$ cat config.mk
export PLATFORM = sky130hd
export DESIGN_NAME = debug_bus_arbiter
export DESIGN_NICKNAME = d
export VERILOG_FILES = /design/src/rtl/debug_arb_pkg.sv /design/src/rtl/debug_run_control.sv /design/src/rtl/debug_bus_arbiter.sv
export SDC_FILE = /design/constraint.sdc
export NUM_CORES = 1
export LEC_CHECK = 0
export ABC_AREA = 1
export CORE_MARGIN = 3
export CORE_UTILIZATION = 39
export CTS_BUF_LIST = sky130_fd_sc_hd__clkbuf_2
export DETAILED_ROUTE_END_ITERATION = 12
export HOLD_SLACK_MARGIN = 0.05
export PLACE_DENSITY_LB_ADDON = 0.08
export SLEW_MARGIN = 20
export SYNTH_ARGS = -nofsm -noshare
export SYNTH_HDL_FRONTEND = slang
export SYNTH_SLANG_ARGS = --single-unit
$ cat constraint.sdc
create_clock -name i_clk -period 1.5 [get_ports i_clk]
set_input_delay 0.225 -clock i_clk [delete_from_list [all_inputs] [get_ports i_clk]]
set_output_delay 0.225 -clock i_clk [all_outputs]
set_load 0.005 [all_outputs]
$ cat src/rtl/debug_arb_pkg.sv
// ---------------------------------------------------------------------------
// debug_arb_pkg
//   Shared definitions for the debug bus arbiter:
//     - run_state_e          : CPU run-control states
//     - RW_READ / RW_WRITE   : bus rw encoding (1 = read, 0 = write)
//     - VALUE_ID_*           : debugger value-port register ids
//     - CTRL_*_BIT           : CONTROL register bit positions
//     - control_word()       : builds the CONTROL read-back word
// ---------------------------------------------------------------------------
package debug_arb_pkg;

  typedef enum logic [1:0] {
    RUN       = 2'd0,
    HALT_PEND = 2'd1,
    HALTED    = 2'd2,
    STEP      = 2'd3
  } run_state_e;

  localparam logic RW_READ  = 1'b1;
  localparam logic RW_WRITE = 1'b0;

  localparam logic [15:0] VALUE_ID_CONTROL     = 16'h0000;
  localparam logic [15:0] VALUE_ID_INSTR_COUNT = 16'h0001;

  // Write view of CONTROL
  localparam int CTRL_HALT_BIT   = 0;
  localparam int CTRL_STEP_BIT   = 1;
  // Read view of CONTROL: bit1 reports the halted status instead of step
  localparam int CTRL_HALTED_BIT = 1;

  function automatic logic [15:0] control_word(input logic halted,
                                               input logic halt_req);
    logic [15:0] w;
    w                  = '0;
    w[CTRL_HALT_BIT]   = halt_req;
    w[CTRL_HALTED_BIT] = halted;
    return w;
  endfunction

endpackage

$ cat src/rtl/debug_run_control.sv
// ---------------------------------------------------------------------------
// debug_run_control
//   CPU run-control state machine (RUN / HALT_PEND / HALTED / STEP) and the
//   retired-opcode counter INSTR_COUNT.
//   Ports:
//     i_clk, i_reset        clock, synchronous active-high reset
//     i_ctrl_wr             CONTROL write strobe (decoded value port)
//     i_ctrl_halt/step      CONTROL write data bits
//     i_cpu_sync            CPU presents an opcode fetch this cycle
//     i_steal               debugger owns (or just owned) the memory port
//     o_run_ce              run-control clock enable (before steal gating)
//     o_halted              frozen at an opcode boundary
//     o_halt_req            last written halt bit
//     o_instr_count         INSTR_COUNT (value before this cycle's increment)
// ---------------------------------------------------------------------------
module debug_run_control
  import debug_arb_pkg::*;
(
  input  logic        i_clk,
  input  logic        i_reset,
  input  logic        i_ctrl_wr,
  input  logic        i_ctrl_halt,
  input  logic        i_ctrl_step,
  input  logic        i_cpu_sync,
  input  logic        i_steal,
  output logic        o_run_ce,
  output logic        o_halted,
  output logic        o_halt_req,
  output logic [15:0] o_instr_count
);

  run_state_e  state_q, state_d;
  logic        stepped_q, stepped_d;
  logic        halt_req_q, halt_req_d;
  logic [15:0] instr_count_q, instr_count_d;
  logic        run_ce;
  logic        ce_eff;

  // A fetch is only captured (halt) on a cycle the CPU would really have
  // clocked; a stolen cycle leaves the fetch pending for a later sync.
  always_comb begin
    state_d = state_q;
    run_ce  = 1'b1;
    case (state_q)
      RUN: begin
        if (i_ctrl_wr && i_ctrl_halt) state_d = HALT_PEND;
      end
      HALT_PEND: begin
        if (i_ctrl_wr && !i_ctrl_halt) begin
          state_d = RUN;
        end else if (i_cpu_sync && !i_steal) begin
          run_ce  = 1'b0;
          state_d = HALTED;
        end
      end
      HALTED: begin
        run_ce = 1'b0;
        if (i_ctrl_wr && i_ctrl_step)       state_d = STEP;
        else if (i_ctrl_wr && !i_ctrl_halt) state_d = RUN;
      end
      STEP: begin
        // The first sync in STEP is the held fetch and must execute; only a
        // sync after at least one real clock ends the step.
        if (i_cpu_sync && stepped_q && !i_steal) begin
          run_ce  = 1'b0;
          state_d = HALTED;
        end
      end
      default: state_d = RUN;
    endcase
  end

  assign ce_eff = run_ce & ~i_steal;

  always_comb begin
    stepped_d     = (state_q == STEP) && (stepped_q || ce_eff);
    halt_req_d    = i_ctrl_wr ? i_ctrl_halt : halt_req_q;
    instr_count_d = instr_count_q;
    if (ce_eff && i_cpu_sync) instr_count_d = instr_count_q + 16'd1;
  end

  always_ff @(posedge i_clk) begin
    if (i_reset) begin
      state_q       <= RUN;
      stepped_q     <= 1'b0;
      halt_req_q    <= 1'b0;
      instr_count_q <= '0;
    end else begin
      state_q       <= state_d;
      stepped_q     <= stepped_d;
      halt_req_q    <= halt_req_d;
      instr_count_q <= instr_count_d;
    end
  end

  assign o_run_ce      = run_ce;
  assign o_halted      = (state_q == HALTED);
  assign o_halt_req    = halt_req_q;
  assign o_instr_count = instr_count_q;

endmodule

$ cat src/rtl/debug_bus_arbiter.sv
// ---------------------------------------------------------------------------
// debug_bus_arbiter
//   Shares the synchronous RAM port between the 6502 core and the debugger
//   (debugger always wins) and owns CPU run control.
//   Ports:
//     i_clk, i_reset                       clock, synchronous active-high reset
//     i_dbg_address/rw/en/data, o_dbg_data debugger memory port
//     i_value_id/rw/en/data, o_value_data  debugger value port (CONTROL,
//                                          INSTR_COUNT)
//     i_cpu_address/rw/data, i_cpu_sync    CPU bus request
//     o_cpu_data, o_cpu_ce                 CPU read data and clock enable
//     o_mem_address/rw/en/data, i_mem_data RAM port (read data one cycle
//                                          after en)
//     o_halted                             CPU frozen at an opcode boundary
// ---------------------------------------------------------------------------
module debug_bus_arbiter
  import debug_arb_pkg::*;
(
  input  logic        i_clk,
  input  logic        i_reset,
  input  logic [15:0] i_dbg_address,
  input  logic        i_dbg_rw,
  input  logic        i_dbg_en,
  input  logic [7:0]  i_dbg_data,
  output logic [7:0]  o_dbg_data,
  input  logic [15:0] i_value_id,
  input  logic        i_value_rw,
  input  logic        i_value_en,
  input  logic [15:0] i_value_data,
  output logic [15:0] o_value_data,
  input  logic [15:0] i_cpu_address,
  input  logic        i_cpu_rw,
  input  logic [7:0]  i_cpu_data,
  input  logic        i_cpu_sync,
  output logic [7:0]  o_cpu_data,
  output logic        o_cpu_ce,
  output logic [15:0] o_mem_address,
  output logic        o_mem_rw,
  output logic        o_mem_en,
  output logic [7:0]  o_mem_data,
  input  logic [7:0]  i_mem_data,
  output logic        o_halted
);

  logic        steal_q, steal_d, steal;
  logic        dbg_rd_pend_q, dbg_rd_pend_d;
  logic        cpu_rd_pend_q, cpu_rd_pend_d;
  logic [7:0]  dbg_hold_q, dbg_hold_d;
  logic [7:0]  cpu_hold_q, cpu_hold_d;
  logic        ctrl_wr, ctrl_halt, ctrl_step, value_rd;
  logic        run_ce, halted, halt_req;
  logic [15:0] instr_count;
  logic        cpu_ce;
  logic        value_data_unused;

  // The CPU is held in the grant cycle and the one after, so the RAM output
  // the debugger samples is not disturbed by a CPU access.
  assign steal_d = i_dbg_en;
  assign steal   = i_dbg_en | steal_q;

  assign ctrl_wr   = i_value_en && (i_value_rw == RW_WRITE) &&
                     (i_value_id == VALUE_ID_CONTROL);
  assign ctrl_halt = i_value_data[CTRL_HALT_BIT];
  assign ctrl_step = i_value_data[CTRL_STEP_BIT];
  assign value_rd  = i_value_en && (i_value_rw == RW_READ);
  assign value_data_unused = ^i_value_data[15:2];

  debug_run_control u_run_control (
    .i_clk         (i_clk),
    .i_reset       (i_reset),
    .i_ctrl_wr     (ctrl_wr),
    .i_ctrl_halt   (ctrl_halt),
    .i_ctrl_step   (ctrl_step),
    .i_cpu_sync    (i_cpu_sync),
    .i_steal       (steal),
    .o_run_ce      (run_ce),
    .o_halted      (halted),
    .o_halt_req    (halt_req),
    .o_instr_count (instr_count)
  );

  assign cpu_ce = run_ce & ~steal;

  // While reset is held the port is parked idle and the CPU is left enabled.
  assign o_cpu_ce = i_reset ? 1'b1 : cpu_ce;
  assign o_halted = i_reset ? 1'b0 : halted;

  always_comb begin
    o_mem_address = '0;
    o_mem_rw      = RW_READ;
    o_mem_en      = 1'b0;
    o_mem_data    = '0;
    if (!i_reset) begin
      if (i_dbg_en) begin
        o_mem_address = i_dbg_address;
        o_mem_rw      = i_dbg_rw;
        o_mem_en      = 1'b1;
        if (i_dbg_rw == RW_WRITE) o_mem_data = i_dbg_data;
      end else begin
        o_mem_address = i_cpu_address;
        o_mem_rw      = i_cpu_rw;
        o_mem_en      = cpu_ce;
        if (i_cpu_rw == RW_WRITE) o_mem_data = i_cpu_data;
      end
    end
  end

  // Read return: RAM data is live the cycle after a read grant, and is
  // captured then so the requester keeps seeing it afterwards.
  always_comb begin
    dbg_rd_pend_d = i_dbg_en && (i_dbg_rw == RW_READ);
    cpu_rd_pend_d = !i_dbg_en && cpu_ce && (i_cpu_rw == RW_READ);
    dbg_hold_d    = dbg_rd_pend_q ? i_mem_data : dbg_hold_q;
    cpu_hold_d    = cpu_rd_pend_q ? i_mem_data : cpu_hold_q;
  end

  assign o_dbg_data = dbg_rd_pend_q ? i_mem_data : dbg_hold_q;
  assign o_cpu_data = cpu_rd_pend_q ? i_mem_data : cpu_hold_q;

  always_ff @(posedge i_clk) begin
    if (i_reset) begin
      steal_q       <= 1'b0;
      dbg_rd_pend_q <= 1'b0;
      cpu_rd_pend_q <= 1'b0;
      dbg_hold_q    <= '0;
      cpu_hold_q    <= '0;
    end else begin
      steal_q       <= steal_d;
      dbg_rd_pend_q <= dbg_rd_pend_d;
      cpu_rd_pend_q <= cpu_rd_pend_d;
      dbg_hold_q    <= dbg_hold_d;
      cpu_hold_q    <= cpu_hold_d;
    end
  end

  always_comb begin
    o_value_data = '0;
    if (value_rd) begin
      if (i_value_id == VALUE_ID_CONTROL)          o_value_data = control_word(halted, halt_req);
      else if (i_value_id == VALUE_ID_INSTR_COUNT) o_value_data = instr_count;
    end
  end

endmodule

==> flow_summary.toml <==
[routing]
wire_per_inst_um = 16.3
dr.pass1.iters = 4
antenna_left = 0
via_per_inst = 5.15
drcViolationCount = 0
drt-total-wl_um = 11700
vias = 3720
drt_iter0_drc = 180

[place]
preCtsSetupSlack_ps = -790
hpwlAfterDp_um = 6940
place.gp.congestion = 0.878
io_buffers = 141
place_inst = 668

[logic_synthesis]
ys_seq_area_frac = 0.297
synth-simple-area-share = 0.438
synth-seq-cells = 39
synth_edf_count = 0
synth_fa_ha_area_frac = 0.00475
synth_compound_area_frac = 0.128
synthArstFlopShare = 0
synth_nets = 504
post-synth-top-count-cell = "nand2_1"
synth-xor-area-share = 0.0433
synth_mux_area_frac = 0
avgSynthCellArea_um2 = 6.47
ys_warn_count = 0
synth.distinct_cells = 35
synth_cells = 407
yosys.area.top_type = "dfxtp_1"
synth_area_um2 = 2630
synth_ff_type = "dfxtp_1"
synth_top_area_share = 0.297
synth_commonest_cells = "nand2_1 (84), nor2_1 (75), dfxtp_1 (39)"
synth_area_leaders = "dfxtp_1 (30%), nand2_1 (12%), nor2_1 (11%)"
synth_top_family_by_area = "simple AND/OR/NAND/NOR gates"

[sta]
skew_ps = 20.8
final-setup-viol-count = 39
hold_viol = 0
slew_headroom = 0.723
drv_slew = 0
layout_min_cycle_time_ps = 1810
worst_pin_slew_ps = 415
rsz0062_at_grt = "true"
timing.final.crit_share = 1.21
max_clock_freq_mhz = 551
layout_setup_ws_ps = -314
fin_setup_tns_ps = -2990

[die]
die_w_um = 88.2
io_pins = 156
floorplan.die_area_um2 = 7770
die_y_um = 88.2
floorplan.initialDensity = 0.408
fp.coreArea_um2 = 6460
row_count = 29

[finish]
regArea_um2 = 808
area_growth_pct = 98.7
insertedDiodeCount = 0
fill_cells = 446
multi_input_area_um2 = 1990
fin_util = 0.810
nets = 741
drive_gt1_frac = 0.453
stdcell_count = 722

[worst_setup_path]
start_kind = "register"
rrSetupSlack_ps = -190
reg2reg_from = "steal_q"
crit_arrival_ps = 1590
r2r_cells = 11
cp.required_ps = 1270
crit_type = "register to output port"
r2r-end = "u_run_control.state_q[1]"
crit_path_end_kind = "output port"
worstPathMaxFanout = 3

[cts]
htree_levels = 2
cts-root-buf = "clkbuf_2"
cts_max_path_buffers = 2
ctsHoldBuffers = 0
cts_tree = "done"
clkTransAtPathRegs_ps = 210
insertion_delay_ps = 420
cts_buffers = 5
cts_sinks = 39

[power]
internal-power_uw = 2360
clockPowerShare = 0.176
total_power_uw = 3820
pwr-share-comb = 0.521
power_switching_uw = 1460
p_leak_uw = 0.00242
power_density_nw_per_um2 = 729
seqPwrFrac = 0.303
switching_share = 0.381
max-vdd-ir-drop_mv = 0.954

[worst_hold_path]
hold_path_class = "input pin to register"
min_path_cells = 3
min_from = "i_reset"
holdPathEnd = "steal_q"

[global_routing]
antenna_found_initial = 0
grt_usage = 0.255
grt_pass1_wl_um = 16100
grt_pass1_vias = 3557
grt_max_degree = 34
overflow = 0

[flow_run]
maxCapViolCount = 0

[run_status]
run_status = "finished, violations left"
failed_checks = "negative setup slack"
==> final cells by class <==
type,count,share of cell area
flip-flops and latches,39,0.155
well taps,77,0.0184
clock buffers,5,0.00478
inverters,33,0.0270
clock inverters,3,0.00837
repair buffers,247,0.406
multi-input cells,318,0.381
==> what timing repair did <==
action                     in CTS  in global routing
buffers inserted               38                  8
cloned                          2                  0
gates resized for setup       277                111
pin swaps                      38                 34
setup endpoints to repair      75                 59
==> logic make-up (layout without fill, tap and decap cells) <==
family	after synthesis	after routing
buffers and inverters	51	288
flip-flops	39	39
adder cells (fa/ha/maj)	1	1
XOR/XNOR	13	13
AO/OA/AOI/OAI	57	57
AND/OR/NAND/NOR	246	247
==> state kept, by name (all words and copies together), names as in the netlist <==
signal	flops
cpu_rd_pend_q	1
u_run_control.state_q	2
u_run_control.o_halt_req	1
steal_q	1
cpu_hold_q	8
dbg_rd_pend_q	1
u_run_control.o_instr_count	16
u_run_control.stepped_q	1
dbg_hold_q	8
==> critical path, cell delays in order, from the launching register on <==
cell	delay, ps
dfxtp_2	370
nor2_4	100
nand2_4	80
o21ai_4	200
nand2_4	80
clkinv_4	60
nand2_8	40
nand2_4	60
nand2_1	40
buf_2	130
==> through the flow <==
step | area (um2) | hold WS, ps
floorplan | 2630 | 365
global placement | 4530 | 445
detailed placement | 4530 | 447
CTS | 4970 | 221
global route | 5230 | 136
finish | 5230 | 176
==> power groups by stage <==
stage / Clock, uW / Sequential [uW] / Combinational, uW
after floorplan: 0 / 1140 / 749
after global placement: 0 / 1150 / 1370
after detailed placement: 0 / 1150 / 1390
after CTS: 663 / 1140 / 1740
after global routing: 731 / 1160 / 2110
final: 672 / 1160 / 1990
==> metal layers <==
layer,part of all wire,vias up,global-route usage
met5,0,-,0
met4,0.047,0,0.0591
met3,0.065,40,0.0621
met2,0.53,171,0.466
met1,0.36,1721,0.299
li1,-,1788,-
==> worst max path at each step <==
stage	startpoint	endpoint	slack, ps	cells past startpoint
finish	steal_q	o_cpu_ce	-310	9
global route	steal_q	o_cpu_ce	-410	9
CTS	u_run_control.state_q[0]	o_mem_en	-280	9
detailed placement	i_value_id[3]	o_mem_en	-790	11
global placement	i_value_id[15]	o_mem_en	-760	11
floorplan	u_run_control.o_instr_count[0]	u_run_control.o_instr_count[14]	100	7
==> layout by cell type, fill, tap and decap left out, drive strengths merged, types with 4 or more instances in the layout <==
cell type | Yosys | routed
buf | 7 | 153
nand2 | 101 | 102
nor2 | 81 | 81
clkdlybuf4s50 | 0 | 59
dfxtp | 39 | 39
a21oi | 35 | 35
inv | 30 | 30
nand3 | 28 | 28
nor3 | 28 | 28
dlygate4sd2 | 0 | 20
o21ai | 20 | 20
clkbuf | 11 | 17
xor2 | 12 | 12
clkinv | 3 | 5
nand4 | 4 | 4
Note: power is estimated with default switching activity, not from simulation.
